**src/rtl/fm_radio_pkg.sv**
```systemverilog
// Shared definitions for the FM radio front end.
//   DATA_WIDTH_DEF / QUANT_BITS_DEF : default sample width and quantization shift
//   unpack_state_t                  : byte position within a little-endian I/Q pair
//   quantize16(hi, lo)              : sign-extend a 16-bit component and scale by 2^QUANT_BITS_DEF
package fm_radio_pkg;

  localparam int DATA_WIDTH_DEF = 32;
  localparam int QUANT_BITS_DEF = 10;

  typedef enum logic [1:0] {
    BYTE0 = 2'd0,
    BYTE1 = 2'd1,
    BYTE2 = 2'd2,
    BYTE3 = 2'd3
  } unpack_state_t;

  function automatic logic [DATA_WIDTH_DEF-1:0] quantize16(input logic [7:0] hi,
                                                           input logic [7:0] lo);
    logic [DATA_WIDTH_DEF-1:0] ext;
    ext = {{(DATA_WIDTH_DEF-16){hi[7]}}, hi, lo};
    return ext << QUANT_BITS_DEF;
  endfunction

endpackage

```
**src/rtl/iq_byte_unpack.sv**
```systemverilog
// Byte-to-I/Q unpacker feeding the I and Q channel FIRs.
// Pops bytes from a show-ahead byte FIFO, assembles little-endian 16-bit I/Q pairs
// (I_lo, I_hi, Q_lo, Q_hi), sign-extends and scales each component by 2^QUANT_BITS,
// and presents them on two independent valid/rd_en output channels.
//
// Ports
//   clock, reset        rising-edge clock, synchronous active-high reset
//   in_dout, in_empty   byte FIFO head and empty flag
//   in_rd_en            pop the byte FIFO this cycle (never while in_empty)
//   i_data, i_valid     quantized I sample and its valid flag
//   i_rd_en             I consumer takes i_data this cycle
//   q_data, q_valid     quantized Q sample and its valid flag
//   q_rd_en             Q consumer takes q_data this cycle
//   sample_cnt          number of I/Q pairs loaded since reset (wraps)
//
// State  | meaning
// BYTE0  | waiting for I low byte
// BYTE1  | waiting for I high byte
// BYTE2  | waiting for Q low byte
// BYTE3  | waiting for Q high byte and for both output channels to be free
module iq_byte_unpack
  import fm_radio_pkg::*;
#(
  parameter int DATA_WIDTH = DATA_WIDTH_DEF,
  parameter int QUANT_BITS = QUANT_BITS_DEF
) (
  input  logic                  clock,
  input  logic                  reset,
  input  logic [7:0]            in_dout,
  input  logic                  in_empty,
  output logic                  in_rd_en,
  output logic [DATA_WIDTH-1:0] i_data,
  output logic                  i_valid,
  input  logic                  i_rd_en,
  output logic [DATA_WIDTH-1:0] q_data,
  output logic                  q_valid,
  input  logic                  q_rd_en,
  output logic [31:0]           sample_cnt
);

  if (DATA_WIDTH < 16 + QUANT_BITS) begin : g_width_check
    $error("iq_byte_unpack: DATA_WIDTH must be at least 16 + QUANT_BITS");
  end

  function automatic logic [DATA_WIDTH-1:0] quantize(input logic [7:0] hi,
                                                     input logic [7:0] lo);
    logic [DATA_WIDTH-1:0] ext;
    ext = {{(DATA_WIDTH-16){hi[7]}}, hi, lo};
    return ext << QUANT_BITS;
  endfunction

  unpack_state_t         state_q, state_d;
  logic [7:0]            b0_q, b0_d;
  logic [7:0]            b1_q, b1_d;
  logic [7:0]            b2_q, b2_d;
  logic [DATA_WIDTH-1:0] i_data_q, i_data_d;
  logic [DATA_WIDTH-1:0] q_data_q, q_data_d;
  logic                  i_valid_q, i_valid_d;
  logic                  q_valid_q, q_valid_d;
  logic [31:0]           cnt_q, cnt_d;
  logic                  load_ok;
  logic                  load;

  always_comb begin
    state_d   = state_q;
    b0_d      = b0_q;
    b1_d      = b1_q;
    b2_d      = b2_q;
    in_rd_en  = 1'b0;
    load      = 1'b0;
    // Both channels must be empty or emptying this cycle before a new pair may land.
    load_ok   = (!i_valid_q || i_rd_en) && (!q_valid_q || q_rd_en);

    // Gating with reset keeps the FIFO untouched while the block is being cleared.
    if (!reset && !in_empty) begin
      case (state_q)
        BYTE0: begin
          in_rd_en = 1'b1;
          b0_d     = in_dout;
          state_d  = BYTE1;
        end
        BYTE1: begin
          in_rd_en = 1'b1;
          b1_d     = in_dout;
          state_d  = BYTE2;
        end
        BYTE2: begin
          in_rd_en = 1'b1;
          b2_d     = in_dout;
          state_d  = BYTE3;
        end
        BYTE3: begin
          if (load_ok) begin
            in_rd_en = 1'b1;
            load     = 1'b1;
            state_d  = BYTE0;
          end
        end
        default: state_d = BYTE0;
      endcase
    end

    i_valid_d = i_valid_q && !i_rd_en;
    q_valid_d = q_valid_q && !q_rd_en;
    i_data_d  = i_data_q;
    q_data_d  = q_data_q;
    cnt_d     = cnt_q;

    // The Q high byte is taken straight from the FIFO head, never staged.
    if (load) begin
      i_data_d  = quantize(b1_q, b0_q);
      q_data_d  = quantize(in_dout, b2_q);
      i_valid_d = 1'b1;
      q_valid_d = 1'b1;
      cnt_d     = cnt_q + 32'd1;
    end
  end

  always_ff @(posedge clock) begin
    if (reset) begin
      state_q   <= BYTE0;
      b0_q      <= 8'h00;
      b1_q      <= 8'h00;
      b2_q      <= 8'h00;
      i_data_q  <= '0;
      q_data_q  <= '0;
      i_valid_q <= 1'b0;
      q_valid_q <= 1'b0;
      cnt_q     <= 32'd0;
    end else begin
      state_q   <= state_d;
      b0_q      <= b0_d;
      b1_q      <= b1_d;
      b2_q      <= b2_d;
      i_data_q  <= i_data_d;
      q_data_q  <= q_data_d;
      i_valid_q <= i_valid_d;
      q_valid_q <= q_valid_d;
      cnt_q     <= cnt_d;
    end
  end

  assign i_data     = i_data_q;
  assign q_data     = q_data_q;
  assign i_valid    = i_valid_q;
  assign q_valid    = q_valid_q;
  assign sample_cnt = cnt_q;

endmodule

```
**config.mk**
```make
export PLATFORM = sky130hd
export DESIGN_NAME = iq_byte_unpack
export DESIGN_NICKNAME = d
export VERILOG_FILES = /design/src/rtl/fm_radio_pkg.sv /design/src/rtl/iq_byte_unpack.sv
export SDC_FILE = /design/constraint.sdc
export NUM_CORES = 1
export LEC_CHECK = 0
export ABC_AREA = 0
export ABC_CLOCK_PERIOD_IN_PS = 5100
export CAP_MARGIN = 20
export CORE_ASPECT_RATIO = 0.8
export CORE_MARGIN = 5
export CORE_UTILIZATION = 51
export CTS_CLUSTER_DIAMETER = 60
export CTS_CLUSTER_SIZE = 40
export DETAILED_ROUTE_END_ITERATION = 8
export GPL_TIMING_DRIVEN = 1
export PLACE_DENSITY = 0.91
export SLEW_MARGIN = 40
export SYNTH_ARGS = -nofsm -noshare
export SYNTH_HDL_FRONTEND = slang
export SYNTH_SLANG_ARGS = --single-unit
```
**constraint.sdc**
```tcl
create_clock -name clock -period 5.1 [get_ports clock]
set_clock_uncertainty 0.2 [all_clocks]
set_input_delay 0.765 -clock clock [delete_from_list [all_inputs] [get_ports clock]]
set_output_delay 0.765 -clock clock [all_outputs]
set_load 0.05 [all_outputs]
```
==> summary.md, run 1 <==
| Metric | Value |
|---|---|
| Number of cells in the design after placement | 622 |
| Layout area overhead | 25.1% |
| Xor and xnor fraction of the mapped netlist area | 4.45% |
| Setup TNS after final layout | 0 ps |
| Internal power consumption | 0.998 mW |
| Switching fraction of total power | 25.4% |
| Final Setup Violations | 0 |
| Critical Path Source Type | input port |
| Critical setup path kind | input port to output port |
| Antenna violation net count after detailed routing | 0 |
| Maximum number of pins on one net before global-route repair | 64 |
| Detailed-placement wirelength estimate | ~6600 um |
| Main combinational cell family by area after synthesis | simple AND/OR/NAND/NOR gates |
| Setup repair after global routing missed its margin | no |
| Leakage component of the power | 1.73 nW |
| Routed WL per cell | 14.3 um |
| CTS tree | built |
| Cell area after synthesis | 3940 um2 |
| Max Cap Viol | 0 |
| Number of sinks handled by clock tree synthesis | 92 |
| Relative slew margins | 57.4% |
| Row count | 28 |
| Cell area power density | 272 nW/um2 |
| Maximum clock frequency | between 0.2 and 0.3 GHz |
| Number of vias per cell | between 5 and 6 |
| Fraction of power consumed by sequential logic | a little over half |
| Area fraction in compound gates after synthesis | 7.75% |
| Synth Register Bits | 92 |
| Iter 0 DRT Violations | 185 |
| Maximum clock insertion buffer count | 2 |
| Number of H-tree levels | 3 |
| Worst path required time | 4140 ps |
| Worst slack on hold paths | 258 ps |
| Initial antenna violation count | 0 |
| Post-synthesis area per instance | 8.49 um2 |
| Run status | finished, final reports clean |
| Detailed-route via count | 3288 |
| Worst slew pin tran | 635 ps |
| Fraction of synthesized area in multiplexers | between 6 and 7% |
| DRC violation count after routing | 0 |
| Total net switching power | around 0.34 mW |
| Number of detailed-routing iterations run before antenna repair | 4 |
| Final std cells w/o fill | 638 |
| Total GRT Usage | 19.6% |
| Max Fanout on Critical Path | 6 |
| Leading cell type in the layout, fill and taps excluded | sky130_fd_sc_hd__dfxtp_1 |
| Sequential fraction of the synthesis area | 46.8% |
| Cell type contributing the most total cell area after synthesis | sky130_fd_sc_hd__dfxtp_1 |
| I/O pin count | 112 |
| IO buf count | 91 |
| Layout cells sized above 1 | 4.88% |
| Simple-gate area share of the yosys netlist | 23.3% |
| Critical path data arrival time | 2920 ps |
| Nets | 547 |
| Number of global-route vias before repair | 3174 |
| Library cell used as clock root buffer | sky130_fd_sc_hd__clkbuf_8 |
| Final number of max-transition violations | 0 |
| Wire length of the first global-routing pass | 14900 um |
| Gate power share | 7.4% |
| Insertion delay to the later sink of the worst-skew pair | 360 ps |
| Most area-consuming cells after synthesis | sky130_fd_sc_hd__dfxtp_1 47%, sky130_fd_sc_hd__nand2_1 7.4%, sky130_fd_sc_hd__buf_4 6.3% |
| Starting Density | 52.8% |
| Ys Warns | 0 |
| Class of the tightest hold or removal check | register to register |
| Antenna diode count | 0 |
| Post-route fraction of the period consumed by the critical path | 76.2% |
| Post-Synthesis Cells | 464 |
| Width of the die | 108 um |
| Hold Fails Final Rpt | 0 |
| CTS Hold Bufs | 0 |
| Register clock-pin slew on the reported worst setup and hold paths | 90 ps |
| Number of clock buffers inserted by TritonCTS | 9 |
| # fillers | 635 |
| Total overflow reported by the global router | 0 |
| Overall die area | around 9600 um2 |
| Count of buffers added by post-CTS timing repair for setup | 0 |
| Floorplan core area | 7460 um2 |
| Post-CTS resize count | 0 |
| Post-synth top area share | 46.8% |
| Synthesized-area fraction occupied by adder cells | 1.91% |
| Clock power frac | a little under two fifths |
| Min Tclk post-route | about 3900 ps |
| Routability congestion estimate | 0.784 |
| Height of the die | 88.6 um |
| Most used cells in the layout excluding fill and tap cells | 92 x sky130_fd_sc_hd__dfxtp_1, 90 x sky130_fd_sc_hd__clkdlybuf4s50_1, 78 x sky130_fd_sc_hd__nand2_1, 53 x sky130_fd_sc_hd__nor2_1, 43 x sky130_fd_sc_hd__a21oi_1 |
| Overall routed net length | between 9000 and 10000 um |
| Unique cell type count in the Yosys netlist | 34 |
| Maximum vdd drop | 228 uV |
| Total power draw | 1.34 mW |
| Nature of the critical path endpoint | output port |
-- metal layers --
| layer | up-vias | wire, um | global-route usage (%) |
|---|---|---|---|
| li1 | 1627 | - | - |
| met3 | 10 | 668 | 5.84 |
| met2 | 114 | 4350 | 33.1 |
| met1 | 1537 | 4020 | 24.2 |
| met5 | - | 0 | 0 |
| met4 | 0 | 112 | 6.77 |
-- synthesized netlist by cell type --
cell type	number
sky130_fd_sc_hd__a211oi_1	1
sky130_fd_sc_hd__clkbuf_1	20
sky130_fd_sc_hd__buf_2	6
sky130_fd_sc_hd__and3b_1	1
sky130_fd_sc_hd__inv_1	7
sky130_fd_sc_hd__mux2i_1	24
sky130_fd_sc_hd__nand4_1	17
sky130_fd_sc_hd__o31ai_1	1
sky130_fd_sc_hd__buf_4	33
sky130_fd_sc_hd__a21oi_1	43
sky130_fd_sc_hd__nor3_1	4
sky130_fd_sc_hd__nand2b_1	2
sky130_fd_sc_hd__dfxtp_1	92
sky130_fd_sc_hd__and4bb_1	1
sky130_fd_sc_hd__nand3_2	1
sky130_fd_sc_hd__xnor2_1	12
sky130_fd_sc_hd__nor3_2	1
sky130_fd_sc_hd__xor2_1	8
sky130_fd_sc_hd__nand2_1	78
sky130_fd_sc_hd__or3_1	12
sky130_fd_sc_hd__and3_1	2
sky130_fd_sc_hd__conb_1	1
sky130_fd_sc_hd__a21boi_0	1
sky130_fd_sc_hd__o21ba_2	1
sky130_fd_sc_hd__and4_1	2
sky130_fd_sc_hd__nor2b_1	3
sky130_fd_sc_hd__nor2_1	53
sky130_fd_sc_hd__nor4_1	8
sky130_fd_sc_hd__ha_1	6
sky130_fd_sc_hd__o21a_1	1
sky130_fd_sc_hd__or3b_1	1
sky130_fd_sc_hd__nand3_1	10
sky130_fd_sc_hd__o21ai_0	10
sky130_fd_sc_hd__nor4_2	1
-- sequential cells by signal, summed over array words and instances, names as in the netlist --
signal	count
q_data	16
state_q	2
i_data	16
q_valid	1
b1_q	8
b2_q	8
i_valid	1
b0_q	8
sample_cnt	32
-- worst max-delay path, stage by stage --
cell and delay (ps):
sky130_fd_sc_hd__clkdlybuf4s50_1 460, sky130_fd_sc_hd__nor2b_1 110, sky130_fd_sc_hd__o21a_1 210, sky130_fd_sc_hd__nor3_1 440, sky130_fd_sc_hd__clkdlybuf4s50_1 930
-- area by class of cell --
class                      instances  area [um2]  area share, %
sequential                        92        1840           37.4
clock buffer                      10         138           2.79
clock inverter                     6        70.1           1.42
tap                              105         131           2.67
timing repair buffer              93         921           18.7
inverter                           7        26.3          0.534
multi-input combinational        325        1800           36.5
-- power by group through the flow --
| stage | combinational [mW] | clock, mW | sequential [mW] |
|---|---|---|---|
| floorplan | 0.0860 | 0 | 0.752 |
| global placement | 0.0960 | 0 | 0.751 |
| detailed placement | 0.0987 | 0 | 0.751 |
| CTS | 0.0991 | 0.516 | 0.735 |
| global route | 0.108 | 0.550 | 0.736 |
| finish | 0.0996 | 0.504 | 0.735 |
-- through the flow --
stage / instance area (um2) / utilization [%] / worst slack (ps)
after detailed placement: 4720 / 63.2 / 1210
after global routing: 4920 / 66.0 / 1080
after floorplan: 4010 / - / 1870
final: 4920 / 66.0 / 1220
after CTS: 4920 / 66.0 / 1190
after global placement: 4710 / 63.2 / 1310
-- logic make-up (layout without fill, tap and decap cells) --
group | count (synthesis) | count (layout)
AO/OA/AOI/OAI | 58 | 58
AND/OR/NAND/NOR | 197 | 197
XOR/XNOR | 20 | 20
adder cells (fa/ha/maj) | 6 | 6
flip-flops | 92 | 92
buffers and inverters | 66 | 116
multiplexers | 24 | 24
other | 1 | 20
-- worst paths after layout --
| kind | from | endpoint | slack, ps | cells after the start |
|---|---|---|---|---|
| min reg2reg | b0_q[6] | i_data[16] | 260 | 2 |
| min | b0_q[6] | i_data[16] | 260 | 2 |
| max | q_rd_en | in_rd_en | 1220 | 5 |
| max reg2reg | sample_cnt[0] | sample_cnt[30] | 2670 | 6 |
Note: power is estimated with default switching activity, not from simulation.
==> inputs of run 2 (changes only) <==
Settings changed: ABC_CLOCK_PERIOD_IN_PS 5100 to 3400, CORE_UTILIZATION 51 to 43, PLACE_DENSITY 0.91 to 0.82.
Clock period 5.1 ns to 3.4 ns, I/O delays scaled along.
==> run 2 against run 1 <==
  * First-iteration DRC count decreased by 28%
  * Register-to-register slack got worse by 1600 ps
  * Critical path type unchanged
  * Largest power group is now clock
  * Wire length increased by 1.7%
  * Clock-buffer cell count unchanged
  * Largest cell class unchanged
  * Clock power increased by 130%
  * Core utilization decreased by 9.2 points
  * Flip-flop and latch count unchanged
==> summary.md, run 2 (synthesis results as in run 1) <==
| Metric | Value |
|---|---|
| Number of clock buffers inserted by TritonCTS | 9 (unchanged) |
| Routed WL per cell | 14.3 um (about the same) |
| Routability congestion estimate | 0.796 (was 0.784) |
| Worst slew pin tran | 683 ps (was 635 ps) |
| I/O pin count | 112 (unchanged) |
| Global Route met2 Usage | 27.7% (was 33.1%) |
| Number of detailed-routing iterations run before antenna repair | 4 (unchanged) |
| Run status | finished, final reports clean (unchanged) |
| Post-route fraction of the period consumed by the critical path | 80.9% |
| IO buf count | 91 (unchanged) |
| Total overflow reported by the global router | 0 (unchanged) |
| # fillers | 790 (was 635) |
| Leading cell type in the layout, fill and taps excluded | sky130_fd_sc_hd__dfxtp_1 (unchanged) |
| Initial antenna violation count | 0 (unchanged) |
| Final Setup Violations | 0 (unchanged) |
| Width of the die | 117 um (was 108 um) |
| Overall routed net length | 9310 um (was 9150 um) |
| Starting Density | 43.8% (was 52.8%) |
| Insertion delay to the later sink of the worst-skew pair | 330 ps (was 360 ps) |
| Row count | 31 (was 28) |
| Hold Fails Final Rpt | 0 (unchanged) |
| Sequential cell area | 1840 um2 (unchanged) |
| Relative slew margins | 54.1% (was 57.4%) |
| Detailed-route via count | 3281 (was 3288) |
| Class of the tightest hold or removal check | register to register (unchanged) |
| Maximum clock frequency | 0.364 GHz |
| DRC violation count after routing | 0 (unchanged) |
| Area used by multi-input combinational logic | 1790 um2 (was 1800 um2) |
| Max Cap Viol | 0 (unchanged) |
| CTS Hold Bufs | 0 (unchanged) |
| Worst path required time | 2690 ps (was 4140 ps) |
| Leakage component of the power | 1.83 nW (was 1.73 nW) |
| Post-CTS resize count | 0 (unchanged) |
| Detailed-placement wirelength estimate | 6590 um (was 6570 um) |
| Layout area overhead | 29.8% (was 25.1%) |
| Critical path data arrival time | 2040 ps (was 2920 ps) |
| Highest-delay cell along the critical path | sky130_fd_sc_hd__nor3_1 (was sky130_fd_sc_hd__clkdlybuf4s50_1) |
| Total GRT Usage | 16.4% (was 19.6%) |
| Met1 usage | 21.1% (was 24.2%) |
| Number of sinks handled by clock tree synthesis | 92 (unchanged) |
| Max FFs per register | 32 (unchanged) |
| Cell area power density | 475 nW/um2 (was 272 nW/um2) |
| Grt peak-use layer | met2 (unchanged) |
| Nets | 549 (was 547) |
| Most used cells in the layout excluding fill and tap cells | 92 x sky130_fd_sc_hd__dfxtp_1, 89 x sky130_fd_sc_hd__clkdlybuf4s50_1, 78 x sky130_fd_sc_hd__nand2_1, 53 x sky130_fd_sc_hd__nor2_1, 43 x sky130_fd_sc_hd__a21oi_1 (was 92 x sky130_fd_sc_hd__dfxtp_1, 90 x sky130_fd_sc_hd__clkdlybuf4s50_1, 78 x sky130_fd_sc_hd__nand2_1, 53 x sky130_fd_sc_hd__nor2_1, 43 x sky130_fd_sc_hd__a21oi_1) |
| Maximum number of pins on one net before global-route repair | 88 (was 64) |
| Overall die area | 11200 um2 (was 9590 um2) |
| Setup TNS after final layout | 0 ps (unchanged) |
| Floorplan core area | 9000 um2 (was 7460 um2) |
| Final Util | 56.8% (was 66.0%) |
| CTS tree | built (unchanged) |
| Worst-path cell chain | clkdlybuf4s50_1, nor2b_1, o21a_1, nor3_1, buf_12 (was clkdlybuf4s50_1, nor2b_1, o21a_1, nor3_1, clkdlybuf4s50_1) |
| Register clock-pin slew on the reported worst setup and hold paths | 70 ps (was 90 ps) |
| Maximum vdd drop | 292 uV (was 228 uV) |
| Antenna violation net count after detailed routing | 0 (unchanged) |
| Count of buffers added by post-CTS timing repair for setup | 0 (unchanged) |
| Number of global-route vias before repair | 3017 (was 3174) |
| Height of the die | 95.6 um (was 88.6 um) |
| Final number of max-transition violations | 0 (unchanged) |
| Number of vias per cell | 5.05 (was 5.15) |
| Maximum clock insertion buffer count | 2 (unchanged) |
| Nature of the critical path endpoint | output port (unchanged) |
| Antenna diode count | 0 (unchanged) |
| Min Tclk post-route | between 2000 and 3000 ps |
| Max Fanout on Critical Path | 6 (unchanged) |
| Critical setup path kind | input port to output port (unchanged) |
| Iter 0 DRT Violations | 134 (was 185) |
| Critical path's largest stage delay | 530 ps (was 930 ps) |
| Met3 capacity usage during global routing | 4.00% (was 5.84%) |
| Critical Path Source Type | input port (unchanged) |
| Setup repair after global routing missed its margin | no (unchanged) |
| Number of H-tree levels | 3 (unchanged) |
| Layout cells sized above 1 | 5.05% (was 4.88%) |
| Wire length of the first global-routing pass | 14700 um (was 14900 um) |
| Library cell used as clock root buffer | sky130_fd_sc_hd__clkbuf_16 (was sky130_fd_sc_hd__clkbuf_8) |
-- run 2: routing by layer --
layer	routed length, um	share of wire, %
met5	0	0
met2	4450	48
met1	4180	45
met4	97	1.0
met3	577	6.2
-- run 2: final timing paths --
path / to / depth (start not counted) / slack [ps] / start
worst max-delay path: in_rd_en / 5 / 650 / q_rd_en
worst min-delay path: i_data[18] / 2 / 250 / b1_q[0]
worst max register to register: sample_cnt[20] / 6 / 1030 / sample_cnt[0]
worst min register to register: i_data[18] / 2 / 250 / b1_q[0]
-- run 2: area by class of cell --
cell class / count / area share (%)
clock buffers: 10 / 4.68
well taps: 115 / 2.82
inverters: 7 / 0.514
flip-flops and latches: 92 / 36.0
multi-input cells: 325 / 35.1
repair buffers: 95 / 18.6
clock inverters: 6 / 2.30
-- run 2: stage by stage --
step           instances  instance area [um2]  hold WS (ps)  worst slack (ps)  total power [mW]
6_report             650                 5110           255               651              2.43
5_1_grt              650                 5110           275               565              2.50
4_1_cts              650                 5110           254               654              2.44
3_5_place_dp         634                 4750           247               584              1.28
3_3_place_gp         634                 4750           239               665              1.27
2_1_floorplan        483                 4010           231               549              1.26
-- run 2: worst max-delay path, delay by kind of cell --
kind	cells	cell delay (ps)
simple gates	2	640
buf+inv	2	680
compound gates	1	210
-- run 2: report_power, final --
group / switching, mW / internal [mW]
combinational: 0.110 / 0.0421
sequential: 0.00950 / 1.09
clock: 0.424 / 0.746
total: 0.544 / 1.88
==> inputs of run 3 (changes only) <==
Settings changed: ABC_CLOCK_PERIOD_IN_PS 3400 to 2700, CORE_UTILIZATION 43 to 48, PLACE_DENSITY 0.82 to 0.86.
Clock period 3.4 ns to 2.7 ns, I/O delays scaled along.
==> run 3 against run 2 <==
  * Wire length is 1.4% lower
  * Critical endpoint is now sample_cnt[30]
  * Die area is 9.5% lower
  * Largest cell class unchanged
  * Hold slack better by 0.65 ps
  * Power is 2.8% higher
  * Critical path type is now register to register
  * First-iteration DRC count is 21% higher
  * Non-clock buffer count is 5 higher
  * Largest power group is now registers
  * Critical path depth is 1 higher
  * Final cell count is 0.46% lower
  * Register-to-register slack worse by 780 ps
==> summary.md, run 3 (synthesis results as in run 1) <==
| Metric | Value |
|---|---|
| Run status | finished, final reports clean (unchanged) |
| Critical setup path kind | register to register (was input port to output port) |
| Clock power frac | 36.6% (was 48.3%) |
| Library cell used as clock root buffer | sky130_fd_sc_hd__clkbuf_8 (was sky130_fd_sc_hd__clkbuf_16) |
| Wire length of the first global-routing pass | 15200 um (was 14700 um) |
| Layout area overhead | 26.8% (was 29.8%) |
| I/O pin count | 112 (unchanged) |
| Hold Fails Final Rpt | 0 (unchanged) |
| Max Cap Viol | 0 (unchanged) |
| Maximum clock insertion buffer count | 2 (unchanged) |
| IO buf count | 91 (unchanged) |
| Number of global-route vias before repair | 3092 (was 3017) |
| Worst slew pin tran | 583 ps (was 683 ps) |
| Total overflow reported by the global router | 0 (unchanged) |
| CTS Hold Bufs | 0 (unchanged) |
| Critical path data arrival time | 2520 ps (was 2040 ps) |
| Total power draw | 2.49 mW (was 2.43 mW) |
| Post-CTS resize count | 0 (unchanged) |
| Total GRT Usage | 17.9% (was 16.4%) |
| Cell area power density | 500 nW/um2 (was 475 nW/um2) |
| Count of buffers added by post-CTS timing repair for setup | 0 (unchanged) |
| Initial antenna violation count | 0 (unchanged) |
| Number of cells in the design after placement | 632 (was 634) |
| Leakage component of the power | 1.77 nW (was 1.83 nW) |
| Maximum clock frequency | 0.409 GHz |
| Worst Hold Path Cells | 2 (unchanged) |
| Antenna diode count | 0 (unchanged) |
| Destination of the worst register-to-register timing path | sample_cnt[30] (was sample_cnt[20]) |
| Detailed-route via count | 3273 (was 3281) |
| Maximum vdd drop | 311 uV (was 292 uV) |
| Internal power consumption | 1.86 mW (was 1.88 mW) |
| Routed WL per cell | 14.2 um (was 14.3 um) |
| Final Setup Violations | 0 (unchanged) |
| Flop-to-flop setup slack | 250 ps (was 1030 ps) |
| Nets | 554 (was 549) |
| Layout cells sized above 1 | 5.94% (was 5.05%) |
| Most used cells in the layout excluding fill and tap cells | 92 x sky130_fd_sc_hd__dfxtp_1, 89 x sky130_fd_sc_hd__clkdlybuf4s50_1, 78 x sky130_fd_sc_hd__nand2_1, 53 x sky130_fd_sc_hd__nor2_1, 43 x sky130_fd_sc_hd__a21oi_1 (unchanged) |
| CTS tree | built (unchanged) |
| Starting Density | 49.3% (was 43.8%) |
| Number of sinks handled by clock tree synthesis | 92 (unchanged) |
| Switching fraction of total power | 25.3% (was 22.4%) |
| Number of detailed-routing iterations run before antenna repair | 4 (unchanged) |
| Row count | 29 (was 31) |
| Worst slack on hold paths | 255 ps (about the same) |
| Setup repair after global routing missed its margin | no (unchanged) |
| Gate power share | 7.8% (was 6.3%) |
| Start point of the worst hold path | i_data[19] (was b1_q[0]) |
| Number of clock buffers inserted by TritonCTS | 9 (unchanged) |
| Number of vias per cell | 5.06 (was 5.05) |
| Nature of the critical path endpoint | register (was output port) |
| Min Tclk post-route | 2450 ps |
| Width of the die | 111 um (was 117 um) |
| Leading cell type in the layout, fill and taps excluded | sky130_fd_sc_hd__dfxtp_1 (unchanged) |
| Hold Path End | i_data[19] (was i_data[18]) |
| Critical Path Source Type | register (was input port) |
| Worst flop-to-flop path startpoint | sample_cnt[0] (unchanged) |
| Post-route fraction of the period consumed by the critical path | 90.6% |
| Antenna violation net count after detailed routing | 0 (unchanged) |
| Insertion delay to the later sink of the worst-skew pair | 350 ps (was 330 ps) |
| Overall routed net length | 9180 um (was 9310 um) |
| # fillers | 681 (was 790) |
| Number of H-tree levels | 3 (unchanged) |
| Class of the tightest hold or removal check | register to register (unchanged) |
| DRC violation count after routing | 0 (unchanged) |
| Iter 0 DRT Violations | 162 (was 134) |
| Register clock-pin slew on the reported worst setup and hold paths | 90 ps (was 70 ps) |
| Final number of max-transition violations | 0 (unchanged) |
| Final std cells w/o fill | 647 (was 650) |
| Final Util | 62.5% (was 56.8%) |
| Setup TNS after final layout | 0 ps (unchanged) |
| Maximum number of pins on one net before global-route repair | 50 (was 88) |
| Overall die area | 10100 um2 (was 11200 um2) |
| Routability congestion estimate | 0.804 (was 0.796) |
| Max Fanout on Critical Path | 8 (was 6) |
| Total net switching power | 0.632 mW (was 0.544 mW) |
| Relative slew margins | 60.9% (was 54.1%) |
| Fraction of power consumed by sequential logic | 55.6% (was 45.5%) |
| Worst path required time | 2770 ps (was 2690 ps) |
| R2r worst-path depth | 6 (unchanged) |
| Height of the die | 91.0 um (was 95.6 um) |
| Detailed-placement wirelength estimate | 6660 um (was 6590 um) |
| Floorplan core area | 7980 um2 (was 9000 um2) |
| Max FFs per register | 32 (unchanged) |
run 3: worst max-delay path by stage:
stage | start | to | slack, ps | depth (start not counted)
CTS | q_rd_en | in_rd_en | 250 | 6
global route | sample_cnt[0] | sample_cnt[30] | 10 | 6
floorplan | sample_cnt[0] | sample_cnt[22] | 330 | 6
finish | sample_cnt[0] | sample_cnt[30] | 250 | 6
detailed placement | q_rd_en | sample_cnt[29] | 30 | 6
global placement | in_empty | sample_cnt[15] | 160 | 6
run 3: per-stage QoR:
step	setup WS [ps]	area (um2)
floorplan	327	4010
global placement	163	4800
detailed placement	27.2	4800
CTS	253	4990
global route	10.1	4990
finish	254	4990
run 3: critical path, stage by stage (launching register included):
cell                      delay (ps)
sky130_fd_sc_hd__dfxtp_1         490
sky130_fd_sc_hd__ha_1            330
sky130_fd_sc_hd__nand4_1         150
sky130_fd_sc_hd__nor4_2          350
sky130_fd_sc_hd__nand3_1         300
sky130_fd_sc_hd__or3_1           390
sky130_fd_sc_hd__a21oi_1         150
run 3: layout make-up:
class	count	area, um2	share of cell area (%)
Multi-Input combinational cell	325	1800	36.0
Sequential cell	92	1840	36.9
Timing Repair Buffer	100	996	19.9
Clock buffer	9	124	2.48
Tap cell	108	135	2.71
Inverter	7	26.3	0.526
Clock inverter	6	71.3	1.43
run 3: power groups by stage:
stage               clock network, mW  logic (mW)  registers, mW
floorplan                           0       0.163           1.42
global placement                    0       0.188           1.42
detailed placement                  0       0.194           1.42
CTS                             0.941       0.194           1.39
global route                    0.997       0.208           1.39
finish                          0.912       0.194           1.39
run 3: metal layers:
layer  track usage [%]  vias up  routed length, um
li1                  -     1642                  -
met1              23.9     1512               4100
met2              28.3      111               4260
met3              5.98        8                732
met4              4.36        0                 80
met5                 0        -                  0
